--- config.mk ---
export PLATFORM = sky130hd
export DESIGN_NAME = regfile_alu_datapath_flat
export DESIGN_NICKNAME = d
export VERILOG_FILES = /design/src/rtl/regfile_alu_datapath_if.sv /design/src/rtl/regfile_alu_datapath.sv /design/src/flat_wrapper.sv
export SDC_FILE = /design/constraint.sdc
export NUM_CORES = 1
export LEC_CHECK = 0
export ABC_AREA = 0
export BUFFER_PORTS_ARGS = -buffer_cell sky130_fd_sc_hd__buf_2
export CORE_MARGIN = 2
export CORE_UTILIZATION = 45
export DETAILED_ROUTE_END_ITERATION = 10
export PLACE_DENSITY = 0.76
export SLEW_MARGIN = 15
export SYNTH_ARGS = -nofsm -noshare
export SYNTH_HDL_FRONTEND = slang
export SYNTH_SLANG_ARGS = --single-unit
--- constraint.sdc ---
create_clock -name clock -period 10.95 [get_ports clock]
set_input_delay 2.7375 -clock clock [delete_from_list [all_inputs] [get_ports clock]]
set_output_delay 2.7375 -clock clock [all_outputs]
set_load 0.02 [all_outputs]
--- src/rtl/regfile_alu_datapath_if.sv ---
// regfile_alu_datapath_if: control/status bundle between the control FSM and the datapath
// Ports (signals):
//   regControl  per-register write enables (bit i writes R[i], multi-hot allowed)
//   regACont    operand A read select
//   regBCont    operand B read select
//   AluOp       ALU operation code
//   dbgSel      debug read select
//   result      combinational ALU output
//   wbData      registered copy of the last value written back
//   flags       registered {C, F, Z, N}
//   illegalOp   registered, high the cycle after a write cycle with an undefined opcode
//   dbgData     combinational R[dbgSel]
// Modports: master drives the controls (FSM side), slave is the datapath.
interface regfile_alu_datapath_if #(parameter int WIDTH = 16);
    logic [15:0]      regControl;
    logic [3:0]       regACont;
    logic [3:0]       regBCont;
    logic [7:0]       AluOp;
    logic [3:0]       dbgSel;
    logic [WIDTH-1:0] result;
    logic [WIDTH-1:0] wbData;
    logic [3:0]       flags;
    logic             illegalOp;
    logic [WIDTH-1:0] dbgData;
    modport master (
        output regControl, regACont, regBCont, AluOp, dbgSel,
        input  result, wbData, flags, illegalOp, dbgData
    );
    modport slave (
        input  regControl, regACont, regBCont, AluOp, dbgSel,
        output result, wbData, flags, illegalOp, dbgData
    );
endinterface

--- src/rtl/regfile_alu_datapath.sv ---
// regfile_alu_datapath: 16x16 register file, two read muxes, ALU and registered status flags
// Ports:
//   clock  rising-edge system clock
//   Reset  asynchronous active-low reset
//   bus    regfile_alu_datapath_if.slave (controls in; result/wbData/flags/illegalOp/dbgData out)
module regfile_alu_datapath #(
    parameter int WIDTH = 16
) (
    input logic                 clock,
    input logic                 Reset,
    regfile_alu_datapath_if.slave bus
);
    localparam logic [WIDTH:0] ONE = 1;
    logic [WIDTH-1:0] r [16];
    logic [WIDTH-1:0] a, b, res, wb_q;
    logic [WIDTH:0]   sum, dif, inc, dec, lw, rw, aw;
    logic [3:0]       s, flags_q;
    logic             c, f, legal, ill_q, we;
    assign a  = r[bus.regACont];
    assign b  = r[bus.regBCont];
    assign s  = b[3:0];
    assign we = |bus.regControl;
    always_comb begin
        // 17-bit forms expose carry/borrow in the top bit
        sum = {1'b0, a} + {1'b0, b};
        dif = {1'b0, a} - {1'b0, b};
        inc = {1'b0, a} + ONE;
        dec = {1'b0, a} - ONE;
        // one guard bit beyond the data catches the last bit shifted out; shift by 0 leaves it 0
        lw  = {1'b0, a} << s;
        rw  = {a, 1'b0} >> s;
        aw  = $signed({a, 1'b0}) >>> s;
        res   = '0;
        c     = 1'b0;
        f     = 1'b0;
        legal = 1'b1;
        case (bus.AluOp)
            8'h00: res = a;
            8'h01: begin
                res = sum[WIDTH-1:0];
                c   = sum[WIDTH];
                f   = (a[WIDTH-1] == b[WIDTH-1]) && (res[WIDTH-1] != a[WIDTH-1]);
            end
            8'h02: begin
                res = dif[WIDTH-1:0];
                c   = dif[WIDTH];
                f   = (a[WIDTH-1] != b[WIDTH-1]) && (res[WIDTH-1] != a[WIDTH-1]);
            end
            8'h03: res = a & b;
            8'h04: res = a | b;
            8'h05: res = a ^ b;
            8'h06: res = ~a;
            8'h07: begin
                res = inc[WIDTH-1:0];
                c   = inc[WIDTH];
                f   = !a[WIDTH-1] && res[WIDTH-1];
            end
            8'h08: begin
                res = dec[WIDTH-1:0];
                c   = dec[WIDTH];
                f   = a[WIDTH-1] && !res[WIDTH-1];
            end
            8'h11: begin
                res = lw[WIDTH-1:0];
                c   = lw[WIDTH];
            end
            8'h12: begin
                res = rw[WIDTH:1];
                c   = rw[0];
            end
            8'h13: begin
                res = aw[WIDTH:1];
                c   = aw[0];
            end
            default: legal = 1'b0;
        endcase
    end
    always_ff @(posedge clock or negedge Reset) begin
        if (!Reset) begin
            for (int i = 0; i < 16; i++) r[i] <= '0;
            wb_q    <= '0;
            flags_q <= '0;
            ill_q   <= 1'b0;
        end else begin
            ill_q <= we && !legal;
            if (we && legal) begin
                for (int i = 0; i < 16; i++) if (bus.regControl[i]) r[i] <= res;
                wb_q    <= res;
                flags_q <= {c, f, res == '0, res[WIDTH-1]};
            end
        end
    end
    assign bus.result    = res;
    assign bus.wbData    = wb_q;
    assign bus.flags     = flags_q;
    assign bus.illegalOp = ill_q;
    assign bus.dbgData   = r[bus.dbgSel];
endmodule
--- src/flat_wrapper.sv ---
// flat-port wrapper written by rule: the top's interface ports become plain ports
module regfile_alu_datapath_flat 
#(
    parameter int WIDTH = 16
)
  (clock, Reset, bus_regControl, bus_regACont, bus_regBCont, bus_AluOp, bus_dbgSel, bus_result, bus_wbData, bus_flags, bus_illegalOp, bus_dbgData);
  regfile_alu_datapath_if #(.WIDTH(WIDTH)) bus_i ();
  input logic clock;
  input logic Reset;
  input wire logic [$bits(bus_i.regControl)-1:0] bus_regControl;
  input wire logic [$bits(bus_i.regACont)-1:0] bus_regACont;
  input wire logic [$bits(bus_i.regBCont)-1:0] bus_regBCont;
  input wire logic [$bits(bus_i.AluOp)-1:0] bus_AluOp;
  input wire logic [$bits(bus_i.dbgSel)-1:0] bus_dbgSel;
  output wire logic [$bits(bus_i.result)-1:0] bus_result;
  output wire logic [$bits(bus_i.wbData)-1:0] bus_wbData;
  output wire logic [$bits(bus_i.flags)-1:0] bus_flags;
  output wire logic [$bits(bus_i.illegalOp)-1:0] bus_illegalOp;
  output wire logic [$bits(bus_i.dbgData)-1:0] bus_dbgData;
  assign bus_i.regControl = bus_regControl;
  assign bus_i.regACont = bus_regACont;
  assign bus_i.regBCont = bus_regBCont;
  assign bus_i.AluOp = bus_AluOp;
  assign bus_i.dbgSel = bus_dbgSel;
  assign bus_result = bus_i.result;
  assign bus_wbData = bus_i.wbData;
  assign bus_flags = bus_i.flags;
  assign bus_illegalOp = bus_i.illegalOp;
  assign bus_dbgData = bus_i.dbgData;
  regfile_alu_datapath #(.WIDTH(WIDTH)) u_core (.clock(clock), .Reset(Reset), .bus(bus_i));
endmodule
==> results.md <==
- Met3 Usage GRT: 10.2%
- Most frequent cell after synthesis: nand2_1
- CTS buffer count: 34
- Ys Warns: 0
- Chip width: 220 um
- Top post-synthesis cells by count: 364 x nand2_1, 320 x o21ai_0, 276 x dfrtp_1
- Static leakage power: 9.75 nW
- Switching share of power: 39.4%
- Initial Utilization: 45.4%
- Final cycle utilization of the critical path: 96.8%
- Actual slew at the worst max-slew pin: 1100 ps
- Nature of the critical path endpoint: output pin
- CTS tree: done
- GRT Residual Overflow: 0
- ANT cells: 0
- Clock skew: 32.3 ps
- Setup Buffers After CTS: 0
- Switching pwr: 1.76 mW
- Seq pwr share: 32.4%
- Final net count: 2229
- Kind of critical path: input port to output pin
- Worst relative slew slack: 26.2%
- Peak VDD IR: 179 uV
- Routability cong.: 1.05
- Cells after Synth: 2118
- Status: completed
- Largest net degree at the start of global routing: 79
- Root Driver: clkbuf_16
- RSZ-0062 raised after global routing: false
- Pins Over Slew Limit: 0
- Clock transition at the registers of the reported paths: 50 ps
- Post-Synth Adder-Cell Area: 3.53%
- Period minus WS final: 10600 ps
- DRC viols: 0
- Worst EP required: 8210 ps
- Grt met2 use: 49.2%
- CP startpoint kind: input port
- Io pins: 91
- Share of cells above drive strength 1: 22.7%
- Initial drt markers: 2966
- Synth top area cells: dfrtp_1 33%, mux4_2 22%, o21ai_0 7.6%
- Int Power: 2.70 mW
- Pre-antenna DRT Iters: 9
- Utilization after layout: 50.2%
- Design area: 23200 um2
- Post-synth EDFFs: 0
- Avg Cell Area, Syn: 9.91 um2
- Total GRT Usage: 32.9%
- Ys flop type: dfrtp_1
- Post-CTS Resized: 0
- Syn Nets: 2214
- Power density over cell area: 192 nW/um2
- Initial antenna violation count: 1
- Largest family of logic cells by synthesized area: multiplexers
- Core area: 46300 um2
- WL final: 79100 um
- Power share of the clock group: 27.9%
- Hold_buf cts: 0
- Mux cell area share after synthesis: 26.1%
- Worst slack at placement: 542 ps
- Final-report setup violation count: 0
- Full die area: 48400 um2
- First-pass GRT wire length: 119000 um
- Setup_tns: 0 ps
- Yosys top cell area share: 32.9%
- Met1 Use GR: 42.2%
- Max Fclk: 0.0944 GHz
- Crit-path max FO: 34
- Rows: 79
- Post-synth top area cell: dfrtp_1
- Clock sinks: 276
- Combinational Power Share: 39.7%
- Final Hold Fails: 0
- Async set or reset register ratio after synthesis: 100%
- Compound-Gate Fraction of Synth Area: 17.6%
- Routed Antenna Nets: 0
- Filler cells: 4097
- Worst hold path type: register to register
- GRT busiest layer: met2
- Vias in the first global route: 19.0k
- Wire per inst: 28.6 um
- Seq/Total Area, Yosys: 32.9%
- Port bufs: 90
- XOR/XNOR Fraction of Synth Area: 0.835%
- Die Y: 220 um
- # H-tree levels: 2
- Fin Hold WS: 474 ps
- Synth unique cells: 97
- Via count: 19.4k
- DP HPWL: 53800 um
- Post-Place Cell Area: 22000 um2
- Critical Path AT: 7860 ps
- MaxCap Viol Count: 0
- Final worst slack: 351 ps
- Post-synthesis cell area: 21000 um2
- Layout Area Growth over Synthesis: 10.6%
- Clk buf depth: 3
- Routed vias/inst: 7.01
- #FFs+latches synth: 276
- Clock Latency Late Sink: 550 ps
- Simple-Gate Fraction of Synth Area: 13.6%
==> layout make-up <==
class | instances | area [um2] | share of cell area (%)
sequential | 276 | 6910 | 29.8
inverter | 63 | 239 | 1.03
clock inverter | 16 | 244 | 1.05
timing repair buffer | 173 | 1090 | 4.70
tap | 607 | 759 | 3.27
clock buffer | 44 | 990 | 4.26
multi-input combinational | 1585 | 13000 | 55.9
==> cells in the final DEF (no fill, tap or decap), drive strengths merged, types with 44 or more instances in the layout <==
| cell | count |
|---|---|
| clkbuf | 44 |
| inv | 62 |
| buf | 173 |
| a21oi | 64 |
| nand2 | 367 |
| ha | 56 |
| dfrtp | 276 |
| nand3 | 47 |
| o21ai | 331 |
| mux4 | 220 |
| nor2 | 105 |
==> metal layers <==
layer	vias to the layer above	share of wire [%]	routed length (um)
li1	7970	-	-
met1	9425	35	27900
met2	1625	44	34500
met3	365	14	11300
met4	2	6.8	5370
met5	-	0.011	9
==> state kept, by name, summed over array words and instances (netlist names) <==
| name | cells |
|---|---|
| u_core.bus.illegalOp | 1 |
| u_core.bus.flags | 4 |
| u_core.bus.wbData | 15 |
| u_core.r | 256 |
==> power groups by stage <==
| stage | Clock [mW] | Combinational [mW] | Sequential, mW |
|---|---|---|---|
| 2_1_floorplan | 0 | 1.15 | 1.40 |
| 3_3_place_gp | 0 | 1.68 | 1.43 |
| 3_5_place_dp | 0 | 1.71 | 1.45 |
| 4_1_cts | 1.25 | 1.73 | 1.44 |
| 5_1_grt | 1.29 | 1.89 | 1.47 |
| 6_report | 1.24 | 1.77 | 1.45 |
==> stage by stage <==
step	std cells	total power, mW
2_1_floorplan	2118	2.55
3_3_place_gp	2704	3.10
3_5_place_dp	2704	3.16
4_1_cts	2764	4.41
5_1_grt	2764	4.65
6_report	2764	4.46
==> kinds of logic (layout without fill, tap and decap cells) <==
logic type      Yosys count  in the layout
compound gates          600            600
xor+xnor                 20             20
fa+ha+maj                58             58
buf+inv                 257            296
flops                   276            276
mux                     261            261
simple gates            646            646
==> worst max-delay path: stages <==
cell and delay (ps):
buf_4 530, mux4_2 580, mux2_2 300, o21ai_4 350, inv_1 150, fa_1 450
or2_2 300, a221oi_1 480, o211ai_1 180, a21oi_1 240, o41a_1 210, a21oi_1 100
o21bai_1 240, o221ai_1 170, a21oi_2 470, inv_1 120, buf_2 180
==> worst paths after layout <==
check | start | end | slack (ps) | depth (start not counted)
min in group asynchronous | Reset | u_core.bus.wbData[7]$_DFFE_PN0P_ | 2180 | 1
setup reg to reg | u_core.r[129]$_DFFE_PN0P_ | u_core.bus.flags[1]$_DFFE_PN0P_ | 5480 | 18
max in group asynchronous | Reset | u_core.r[178]$_DFFE_PN0P_ | 6730 | 3
hold / removal | u_core.bus.wbData[10]$_DFFE_PN0P_ | u_core.bus.wbData[10]$_DFFE_PN0P_ | 470 | 2
hold reg to reg | u_core.bus.wbData[10]$_DFFE_PN0P_ | u_core.bus.wbData[10]$_DFFE_PN0P_ | 470 | 2
setup / recovery | bus_regBCont[0] | bus_result[14] | 350 | 17
(Power assumes the default switching activity.)
